--- config.mk ---
export PLATFORM = sky130hd
export DESIGN_NAME = uart_wb_host
export DESIGN_NICKNAME = d
export VERILOG_FILES = /design/src/rtl/uart_wb_host.sv
export SDC_FILE = /design/constraint.sdc
export NUM_CORES = 1
export LEC_CHECK = 0
export ABC_AREA = 1
export CAP_MARGIN = 40
export CORE_ASPECT_RATIO = 1.75
export CORE_MARGIN = 5
export CORE_UTILIZATION = 39
export CTS_CLUSTER_DIAMETER = 150
export CTS_CLUSTER_SIZE = 12
export DETAILED_ROUTE_END_ITERATION = 10
export PLACE_DENSITY_LB_ADDON = 0.2
export SLEW_MARGIN = 20
export SYNTH_ARGS = -nofsm -noshare
export SYNTH_HDL_FRONTEND = slang
export SYNTH_SLANG_ARGS = --single-unit
--- constraint.sdc ---
create_clock -name clk -period 3.1 [get_ports clk]
set_clock_uncertainty 0.2 [all_clocks]
set_input_delay 0.62 -clock clk [delete_from_list [all_inputs] [get_ports clk]]
set_output_delay 0.62 -clock clk [all_outputs]
set_load 0.01 [all_outputs]
--- src/rtl/uart_wb_host.sv ---
// -----------------------------------------------------------------------------
// uart_wb_host
//
// Wishbone initiator that drives the slave port of a 16550-style UART
// (uart_top). After reset it programs the line format and baud divisor once.
// From then on it polls LSR and moves bytes between two valid/ready byte
// streams and the UART data register (THR on write, RBR on read).
//
// Ports:
//   clk, wb_rst_ni                  clock, asynchronous active-low reset
//   wb_adr_o/wb_dat_o/wb_we_o/
//   wb_stb_o/wb_cyc_o/wb_sel_o      Wishbone request (one byte lane per access)
//   wb_dat_i/wb_ack_i               Wishbone response
//   tx_valid_i/tx_data_i/tx_ready_o bytes to transmit (ready is a one-cycle pulse)
//   rx_valid_o/rx_data_o/rx_ready_i received bytes, held until accepted
//   init_done_o                     configuration sequence finished
//   err_o                           sticky: some access waited ACK_TIMEOUT cycles
//   lsr_o                           last LSR value read
// -----------------------------------------------------------------------------
module uart_wb_host #(
  parameter int unsigned ADDR_W      = 5,
  parameter logic [15:0] DIVISOR     = 16'd2,
  parameter logic [7:0]  LCR_VAL     = 8'h1B,
  parameter logic [7:0]  IER_VAL     = 8'h00,
  parameter int unsigned TX_BURST    = 16,
  parameter int unsigned ACK_TIMEOUT = 255
) (
  input  logic              clk,
  input  logic              wb_rst_ni,
  output logic [ADDR_W-1:0] wb_adr_o,
  output logic [31:0]       wb_dat_o,
  input  logic [31:0]       wb_dat_i,
  output logic              wb_we_o,
  output logic              wb_stb_o,
  output logic              wb_cyc_o,
  output logic [3:0]        wb_sel_o,
  input  logic              wb_ack_i,
  input  logic              tx_valid_i,
  input  logic [7:0]        tx_data_i,
  output logic              tx_ready_o,
  output logic              rx_valid_o,
  output logic [7:0]        rx_data_o,
  input  logic              rx_ready_i,
  output logic              init_done_o,
  output logic              err_o,
  output logic [7:0]        lsr_o
);

  localparam int unsigned BW = $clog2(TX_BURST + 1);
  localparam int unsigned TW = (ACK_TIMEOUT > 1) ? $clog2(ACK_TIMEOUT) : 1;

  localparam logic [ADDR_W-1:0] A_DATA = ADDR_W'(0);  // RBR / THR / DL1
  localparam logic [ADDR_W-1:0] A_IER  = ADDR_W'(1);  // IER / DL2
  localparam logic [ADDR_W-1:0] A_LCR  = ADDR_W'(3);
  localparam logic [ADDR_W-1:0] A_LSR  = ADDR_W'(5);

  typedef enum logic [2:0] {
    CFG_LCR1, CFG_DL1, CFG_DL2, CFG_LCR2, CFG_IER, POLL, RX_RD, TX_WR
  } state_e;

  state_e            state_q;
  logic              busy_q;      // a bus access is outstanding
  logic [TW-1:0]     wait_q;      // cycles spent waiting for ack
  logic [BW-1:0]     burst_q;     // THR writes left in this THRE window
  logic              thre_q;      // THRE seen in the latest LSR read
  logic [ADDR_W-1:0] wb_adr_q;
  logic [31:0]       wb_dat_q;
  logic              wb_we_q;
  logic              wb_cyc_q;
  logic              wb_stb_q;
  logic [3:0]        wb_sel_q;
  logic              rx_valid_q;
  logic [7:0]        rx_data_q;
  logic              init_done_q;
  logic              err_q;
  logic [7:0]        lsr_q;

  // Access the current state would issue.
  logic [ADDR_W-1:0] acc_adr;
  logic [7:0]        acc_byte;
  logic              acc_we;
  logic [31:0]       acc_dat;
  logic [3:0]        acc_sel;

  always_comb begin
    acc_adr  = A_DATA;
    acc_byte = 8'h00;
    acc_we   = 1'b1;
    case (state_q)
      CFG_LCR1: begin acc_adr = A_LCR;  acc_byte = LCR_VAL | 8'h80; end
      CFG_DL1:  begin acc_adr = A_DATA; acc_byte = DIVISOR[7:0];    end
      CFG_DL2:  begin acc_adr = A_IER;  acc_byte = DIVISOR[15:8];   end
      CFG_LCR2: begin acc_adr = A_LCR;  acc_byte = LCR_VAL & 8'h7F; end
      CFG_IER:  begin acc_adr = A_IER;  acc_byte = IER_VAL;         end
      POLL:     begin acc_adr = A_LSR;  acc_we = 1'b0;              end
      RX_RD:    begin acc_adr = A_DATA; acc_we = 1'b0;              end
      TX_WR:    begin acc_adr = A_DATA; acc_byte = tx_data_i;       end
      default:  ;
    endcase
  end

  // The byte sits on lane a[1:0]; the other lanes stay zero.
  always_comb begin
    acc_dat = 32'h0;
    acc_sel = 4'b0000;
    case (acc_adr[1:0])
      2'd0: begin acc_dat[7:0]   = acc_byte; acc_sel = 4'b0001; end
      2'd1: begin acc_dat[15:8]  = acc_byte; acc_sel = 4'b0010; end
      2'd2: begin acc_dat[23:16] = acc_byte; acc_sel = 4'b0100; end
      default: begin acc_dat[31:24] = acc_byte; acc_sel = 4'b1000; end
    endcase
  end

  // Read data comes from the same lane as the outstanding address. A timed-out
  // read has no ack, so it yields zero.
  logic [7:0] rd_byte;
  always_comb begin
    rd_byte = 8'h00;
    if (wb_ack_i) begin
      case (wb_adr_q[1:0])
        2'd0:    rd_byte = wb_dat_i[7:0];
        2'd1:    rd_byte = wb_dat_i[15:8];
        2'd2:    rd_byte = wb_dat_i[23:16];
        default: rd_byte = wb_dat_i[31:24];
      endcase
    end
  end

  logic timeout;
  logic done;
  assign timeout = busy_q && !wb_ack_i && (wait_q == TW'(ACK_TIMEOUT - 1));
  assign done    = busy_q && (wb_ack_i || timeout);

  // Combinational so the producer can present its next byte during the idle
  // cycle that follows, where the continue/stop decision is taken.
  assign tx_ready_o = done && (state_q == TX_WR);

  always_ff @(posedge clk or negedge wb_rst_ni) begin
    if (!wb_rst_ni) begin
      state_q     <= CFG_LCR1;
      busy_q      <= 1'b0;
      wait_q      <= '0;
      burst_q     <= '0;
      thre_q      <= 1'b0;
      wb_adr_q    <= '0;
      wb_dat_q    <= '0;
      wb_we_q     <= 1'b0;
      wb_cyc_q    <= 1'b0;
      wb_stb_q    <= 1'b0;
      wb_sel_q    <= '0;
      rx_valid_q  <= 1'b0;
      rx_data_q   <= '0;
      init_done_q <= 1'b0;
      err_q       <= 1'b0;
      lsr_q       <= '0;
    end else begin
      if (rx_valid_q && rx_ready_i) begin
        rx_valid_q <= 1'b0;
      end

      if (!busy_q) begin
        // Idle cycle: either start the state's access or, in TX_WR with no
        // data or no burst budget left, fall back to polling.
        if (state_q == TX_WR && !(tx_valid_i && burst_q != '0)) begin
          state_q <= POLL;
        end else begin
          busy_q   <= 1'b1;
          wait_q   <= '0;
          wb_cyc_q <= 1'b1;
          wb_stb_q <= 1'b1;
          wb_adr_q <= acc_adr;
          wb_we_q  <= acc_we;
          wb_sel_q <= acc_sel;
          wb_dat_q <= acc_we ? acc_dat : 32'h0;
        end
      end else if (done) begin
        busy_q   <= 1'b0;
        wb_cyc_q <= 1'b0;
        wb_stb_q <= 1'b0;
        wb_adr_q <= '0;
        wb_we_q  <= 1'b0;
        wb_sel_q <= '0;
        wb_dat_q <= '0;
        if (timeout) begin
          err_q <= 1'b1;
        end
        case (state_q)
          CFG_LCR1: state_q <= CFG_DL1;
          CFG_DL1:  state_q <= CFG_DL2;
          CFG_DL2:  state_q <= CFG_LCR2;
          CFG_LCR2: state_q <= CFG_IER;
          CFG_IER: begin
            init_done_q <= 1'b1;
            state_q     <= POLL;
          end
          POLL: begin
            lsr_q  <= rd_byte;
            thre_q <= rd_byte[5];
            if (rd_byte[0] && !rx_valid_q) begin
              state_q <= RX_RD;
            end else if (rd_byte[5] && tx_valid_i) begin
              state_q <= TX_WR;
              burst_q <= BW'(TX_BURST);
            end else begin
              state_q <= POLL;
            end
          end
          RX_RD: begin
            rx_data_q  <= rd_byte;
            rx_valid_q <= 1'b1;
            // THRE from the same poll round still authorises a burst.
            if (thre_q && tx_valid_i) begin
              state_q <= TX_WR;
              burst_q <= BW'(TX_BURST);
            end else begin
              state_q <= POLL;
            end
          end
          TX_WR: begin
            burst_q <= burst_q - BW'(1);
          end
          default: state_q <= POLL;
        endcase
      end else begin
        wait_q <= wait_q + TW'(1);
      end
    end
  end

  assign wb_adr_o    = wb_adr_q;
  assign wb_dat_o    = wb_dat_q;
  assign wb_we_o     = wb_we_q;
  assign wb_cyc_o    = wb_cyc_q;
  assign wb_stb_o    = wb_stb_q;
  assign wb_sel_o    = wb_sel_q;
  assign rx_valid_o  = rx_valid_q;
  assign rx_data_o   = rx_data_q;
  assign init_done_o = init_done_q;
  assign err_o       = err_q;
  assign lsr_o       = lsr_q;

endmodule
==> results of run 1 <==
[cell usage after synthesis, drive strengths merged]
cell type | number | area [um^2]
o211ai | 2 | 15.0
a31o | 1 | 8.76
or2 | 2 | 12.5
nand3 | 28 | 158
nand4 | 7 | 43.8
xor2 | 4 | 35.0
o21ai | 31 | 185
inv | 48 | 183
o21bai | 1 | 7.51
nor3 | 2 | 10.0
o31ai | 1 | 7.51
ha | 4 | 50.1
nor2 | 52 | 255
a22oi | 1 | 7.51
dfrtp | 76 | 1900
buf | 13 | 108
conb | 1 | 3.75
a21oi | 9 | 45.0
nand2 | 145 | 574
[flip-flops by register name, indices dropped and copies added (netlist names), 3 cells and up]
| name | flops |
|---|---|
| burst_q | 5 |
| rx_data_o | 8 |
| wait_q | 8 |
| state_q | 3 |
| wb_adr_o | 3 |
| wb_dat_o | 32 |
| wb_sel_o | 3 |
| lsr_o | 8 |
[power by group]
part	internal, uW	switching [uW]	total [uW]
Sequential	1170	153	1320
Combinational	515	755	1270
Clock	710	415	1130
[per-stage QoR]
step,cell area [um^2],instances,total power [uW]
after floorplan,3610,429,2100
after global placement,4730,644,2590
after detailed placement,4750,645,2620
after CTS,5070,661,3760
after global routing,5070,661,3950
final,5070,661,3720
[critical path: stages]
cell and delay [ps]:
clkdlybuf4s50_1 480, nor2_4 150, nand3_2 100, nand2_2 80, nand2_2 60, nor2_1 100, clkdlybuf4s50_1 540
[path summary, 6_finish.rpt]
path / endpoint / slack, ps / depth (start not counted) / start
max: tx_ready_o / 140 / 7 / wb_ack_i
min: wb_dat_o[2] / 40 / 1 / wb_rst_ni
max reg2reg: wb_adr_o[1] / 750 / 10 / state_q[1]
min reg2reg: wb_adr_o[2] / 270 / 2 / wb_adr_o[2]
max in group asynchronous: rx_valid_o / 2080 / 2 / wb_rst_ni
min in group clk: wb_adr_o[2] / 270 / 2 / wb_adr_o[2]
[logic make-up after synthesis]
logic type,count (synthesis)
AOI/OAI and AO/OA,46
other,1
adders and majority gates,4
xor gates and xnor gates,4
and+or+nand+nor,236
DFF,76
buffers and inverters,61
[metal layers]
layer / global-route usage [%] / up-vias / wire length (um) / part of all wire [%]
li1: - / 1554 / - / -
met3: 3.73 / 13 / 415 / 4.3
met4: 7.27 / 0 / 199 / 2.1
met2: 32.7 / 80 / 5390 / 56
met1: 19.5 / 1476 / 3560 / 37
met5: 0 / - / 0 / 0
[what timing repair did]
item / 4_1_cts / 5_1_grt
setup endpoints to repair: 0 / 1
hold endpoints to repair: 0 / 0
buffers inserted: 0 / 0
resized for setup: 0 / 0
[final cells by class]
| cell class | count | area [um^2] |
|---|---|---|
| Inverter | 48 | 183 |
| Sequential cell | 76 | 1900 |
| Timing Repair Buffer | 109 | 1090 |
| Tap cell | 120 | 150 |
| Multi-Input combinational cell | 292 | 1420 |
| Clock buffer | 9 | 225 |
| Fill cell | 874 | 3960 |
| Clock inverter | 7 | 98.8 |
==> impl_results.md, run 1 <==
* Worst Path Class, Setup: in2out
* Highest clock rate at ~340 MHz
* Final setup viols at 0
* Placer Congestion at 0.887
* Area of the core at approximately 0.009 mm^2
* Die ar. at ~0.011 mm^2
* Setup TNS at 0 ps
* HPWL after DPL at 7.31 mm
* Post-synthesis register bit count at 76
* Layout cells sized above 1 at between 10% and 20%
* CTS tree: built
* Sequential share of the synthesized area at between 50% and 60%
* Worst-Margin Slew at 539 ps
* Adder-cell share of the synthesized area at around 1.4%
* Commonest non-fill, non-tap cells in the layout: 137 x nand2_1, 105 x clkdlybuf4s50_1, 76 x dfrtp_1, 40 x inv_1, 36 x nor2_1
* Main combinational cell family by area after synthesis: simple AND/OR/NAND/NOR gates
* Worst VDD drop at 431 uV
* Antenna diodes at 0
* CP endpoint kind: primary output
* Status: finished, final reports clean
* GRT overflow at 0
* DIE HEIGHT at approximately 140 um
* Required @ worst endpoint at about 2300 ps
* Crit path DAT at approximately 2100 ps
* # nets final at slightly below 600
* Final min period at ~3000 ps
* Vias at ~3100
* CTS H-tree lvls at 3
* Synth Area in Compound Gates at between 7 and 8%
* Max-cap viol count at 0
* Cells after synthesis at around 430
* Mux contribution to synthesized area at 0%
* Total Wirelength at approximately 9.6 mm
* DRC errors left at 0
* IO Port Bufs at between 100 and 150
* Per-cell routed wire length at 14.5 um
* CTS Hold Bufs at 0
* Clock Root Buffer: clkbuf_16
* Clock sink count at 76
* Worst setup margin at about 140 ps
* DRC marker count from the first detailed-route iteration at 101
* Yosys cell types at 31
* Final Max Tran Viols at 0
* First-pass GRT wire length at between 15 and 20 mm
* Pre-CTS WS at about 130 ps
* Final period utilization at 95.5%
* Leak at ~0.0024 uW
* XOR/XNOR Fraction of Synth Area at less than 1%
* CTS Buf Count at 9
* Crit path launch type: input port
* Gr usage total at around 18%
* Via density at between 4 and 5
* RSZ-0062 raised after global routing: false
* Die width at ~83 um
* Final ANT Viol Nets at 0
* Slew margin rel. at between 60% and 70%
* Most common cell after layout, fill and taps aside: nand2_1
* # rows at 46
* Avg Synthesized Cell Area at 8.44 um^2
* Largest net degree at the start of global routing at 44
* Layout area overhead at 40.5%
* Reg clk slew, reported paths at ~60 ps
* Worst skew pair latency at 330 ps
* Min Hold Slack at approximately 38 ps
* Clock Tree Buf Depth at 2
* Vias in the first global route at between 3000 and 4000
* Fin. Hold Viols at 0
* Starting Density at between 30% and 40%
* Syn. warnings at 0
* Mapped cell area at approximately 0.0036 mm^2
* Crit-path max FO at 4
* Initial antenna violation count at 0
* Simple-Gate Fraction of Synth Area at between 20 and 30%
* Final core occ at 56.2%
* Cell Pwr Density at approximately 730 mW/mm^2
* Worst hold path class: in2async
* TritonRoute pass-1 iters at 5
* # IOs at between 100 and 150
No activity file was read; power rests on OpenSTA's default activity.
==> inputs of run 2 (changes only) <==
Settings changed: GPL_ROUTABILITY_DRIVEN from default to 0.
==> results of run 2 <==
No change in the layout: final DEF, timing and power equal those of run 1.
==> inputs of run 3 (changes only) <==
Settings changed: CORE_UTILIZATION 39 to 30.
==> run 3 against run 2 <==
Critical path depth unchanged; first-iteration DRC count down 15%; flip-flop and latch count unchanged; sequential power about the same; non-clock buffer count up 3; register-to-register slack better by 40 ps; sequential share of layout area about the same; global-route usage down 3.3 points; die area up 27%; cell count up 3.0%; clock-buffer cell count unchanged; critical path type unchanged; critical endpoint unchanged.
==> impl_results.md, run 3 (synthesis gave the netlist of run 1 again) <==
* Fin. Hold Viols at 0 (unchanged)
* Worst r2r src: wait_q[0]
* Final setup viols at 0 (unchanged)
* Worst r2r dst: wb_adr_o[1]
* Worst Path Class, Setup: in2out
* CTS H-tree lvls at 3 (unchanged)
* Setup TNS at 0 ps (unchanged)
* Tot Pwr at 3610 uW (-2.9%)
* # IOs at 109 (unchanged)
* Vias at 3117 (-0.19%)
* Status: finished, final reports clean
* HPWL after DPL at 7.70 mm (+5.3%)
* Antenna diodes at 0 (unchanged)
* Worst hold path class: in2async
* Finished layout cell area at 0.00508 mm^2 (about the same)
* Crit-path max FO at 3 (-1)
* Clock Root Buffer: clkbuf_16
* Final period utilization at 83.6% (-12 points)
* GRT met2 Usage at 27.0% (-5.7 points)
* GR peak layer: met2
* Die ar. at 0.0144 mm^2 (+27%)
* Met1 Use GR at 15.4% (-4.1 points)
* R2R Setup Slk at 790 ps (+40 ps)
* Slew margin rel. at 63.5% (-0.56 points)
* Die width at 92.9 um (+12%)
* Critical Path Slowest Stage Cell: clkdlybuf4s50_1
* Critical Path Most Common Cell: nand2_2
* Largest net degree at the start of global routing at 43 (-2.3%)
* Initial antenna violation count at 0 (unchanged)
* Post-CTS setup buffer count at 0 (unchanged)
* CTS tree: built
* RSZ-0062 raised after global routing: false
* TritonRoute pass-1 iters at 4 (-1)
* IO Port Bufs at 106 (unchanged)
* Commonest non-fill, non-tap cells in the layout: 137 x nand2_1, 104 x clkdlybuf4s50_1, 76 x dfrtp_1, 40 x inv_1, 36 x nor2_1
* GRT overflow at 0 (unchanged)
* Cell Pwr Density at 710 mW/mm^2 (-3.0%)
* CTS Buf Count at 9 (unchanged)
* Cell chain of the critical path: clkdlybuf4s50_1, nor2_4, nand3_2, nand2_2, nand2_2, nor2_1, dlymetal6s2s_1
* DIE HEIGHT at 155 um (+13%)
* Family with the most delay on the worst path: buffers and inverters
* Post-DP Area at 0.00479 mm^2 (+0.92%)
* Clock Tree Buf Depth at 2 (unchanged)
* Layout area overhead at 40.7% (about the same)
* Final min period at 2590 ps (-370 ps)
* Area of the core at 0.0119 mm^2 (+32%)
* Layout cells sized above 1 at 12.5% (+0.49 points)
* Worst skew pair latency at 340 ps (about the same)
* Clock sink count at 76 (unchanged)
* Worst VDD drop at 286 uV (-34%)
* DRC errors left at 0 (unchanged)
* Crit path capture: tx_ready_o
* Highest clock rate at 386 MHz (+14%)
* Required @ worst endpoint at 2280 ps (about the same)
* Crit path launch type: input port
* Starting Density at 30.3% (-9.7 points)
* DRC marker count from the first detailed-route iteration at 86 (-15%)
* Buf/Inv on CP at 2 (unchanged)
* Crit path DAT at 1770 ps (-370 ps)
* Critical Path Stages at 7 (unchanged)
* Total Wirelength at 9.99 mm (+4.5%)
* Max-cap viol count at 0 (unchanged)
* CP endpoint kind: primary output
* Worst-Margin Slew at 548 ps (+8.44 ps)
* R2R depth at 12 (+2)
* # rows at 53 (+15%)
* Via density at 4.58 (-3.1%)
* Most common cell after layout, fill and taps aside: nand2_1
* Start point of the critical path: wb_ack_i
* First-pass GRT wire length at 16.2 mm (+6.0%)
* Gr usage total at 14.6% (-3.3 points)
* Final ANT Viol Nets at 0 (unchanged)
* Leak at 0.00238 uW (+0.24%)
* Vias in the first global route at 3149 (+0.86%)
* # nets final at 588 (+0.51%)
* Per-cell routed wire length at 14.7 um (+1.5%)
* CP max stage delay at 490 ps (-50 ps)
* M3 GR Usage at 3.24% (-0.49 points)
* Max reg flops at 32 (unchanged)
* Final Max Tran Viols at 0 (unchanged)
* Reg clk slew, reported paths at 70 ps (about the same)
==> run 3: changes by cell type in the layout (fill, tap and decap cells not counted) <==
cell	delta
clkinv_2	-1
bufinv_16	-2
inv_6	+2
clkdlybuf4s50_1	-1
dlymetal6s2s_1	+1
clkinvlp_4	+2
clkinv_4	-1
buf_4	+3
==> run 3: routing by layer <==
metal  vias up  part of all wire [%]  wire, um
met5         -                     0         0
met4         0                   3.0       298
met3        22                   4.2       415
met2        76                    56      5600
met1      1463                    37      3680
li1       1556                     -         -
==> run 3: final cells by class <==
class	instances	area, um^2
inverters	48	183
repair buffers	112	1120
flip-flops and latches	76	1900
clock inverters	7	57.6
well taps	137	171
multi-input cells	292	1420
fillers	1206	6860
clock buffers	9	225
==> run 3: timing repair <==
action	in CTS	in global routing
setup endpoints to repair	0	1
hold buffers	0	0
resized for setup	0	1
==> run 3: power breakdown <==
part / internal [uW] / leakage, uW / total [uW] / switching [uW]
logic: 529 / 0.00123 / 1290 / 763
clock network: 553 / 0.000129 / 998 / 445
registers: 1170 / 0.00101 / 1320 / 151
total: 2250 / 0.00238 / 3610 / 1360
==> run 3: worst register-to-register path: stages (launching register included) <==
cell     delay [ps]
dfrtp_1         390
inv_1            90
ha_1            190
inv_1            50
nor2_1           50
nand3_2          80
nand2_2          60
nand2_2          70
buf_4           150
inv_4            60
nor2_4          330
inv_2           290
o21ai_0         210
==> run 3: metrics by stage <==
step | instances | util, % | hold WS (ps) | worst slack, ps
after floorplan | 429 | - | 124 | 952
final | 681 | 42.6 | 45.2 | 510
after detailed placement | 665 | 40.2 | 261 | 112
after global placement | 664 | 40.0 | 257 | 84.9
after global routing | 681 | 42.6 | 73.5 | 373
after CTS | 681 | 42.5 | 56.1 | 93.7
==> run 3: how the worst min path moves through the flow <==
| stage | to | slack [ps] | cells after the start |
|---|---|---|---|
| after floorplan | burst_q[0] | 120 | 0 |
| after global placement | burst_q[1] | 260 | 2 |
| after detailed placement | burst_q[1] | 260 | 2 |
| after CTS | wb_dat_o[7] | 60 | 1 |
| after global routing | wb_dat_o[7] | 70 | 1 |
| final | wb_dat_o[7] | 50 | 1 |
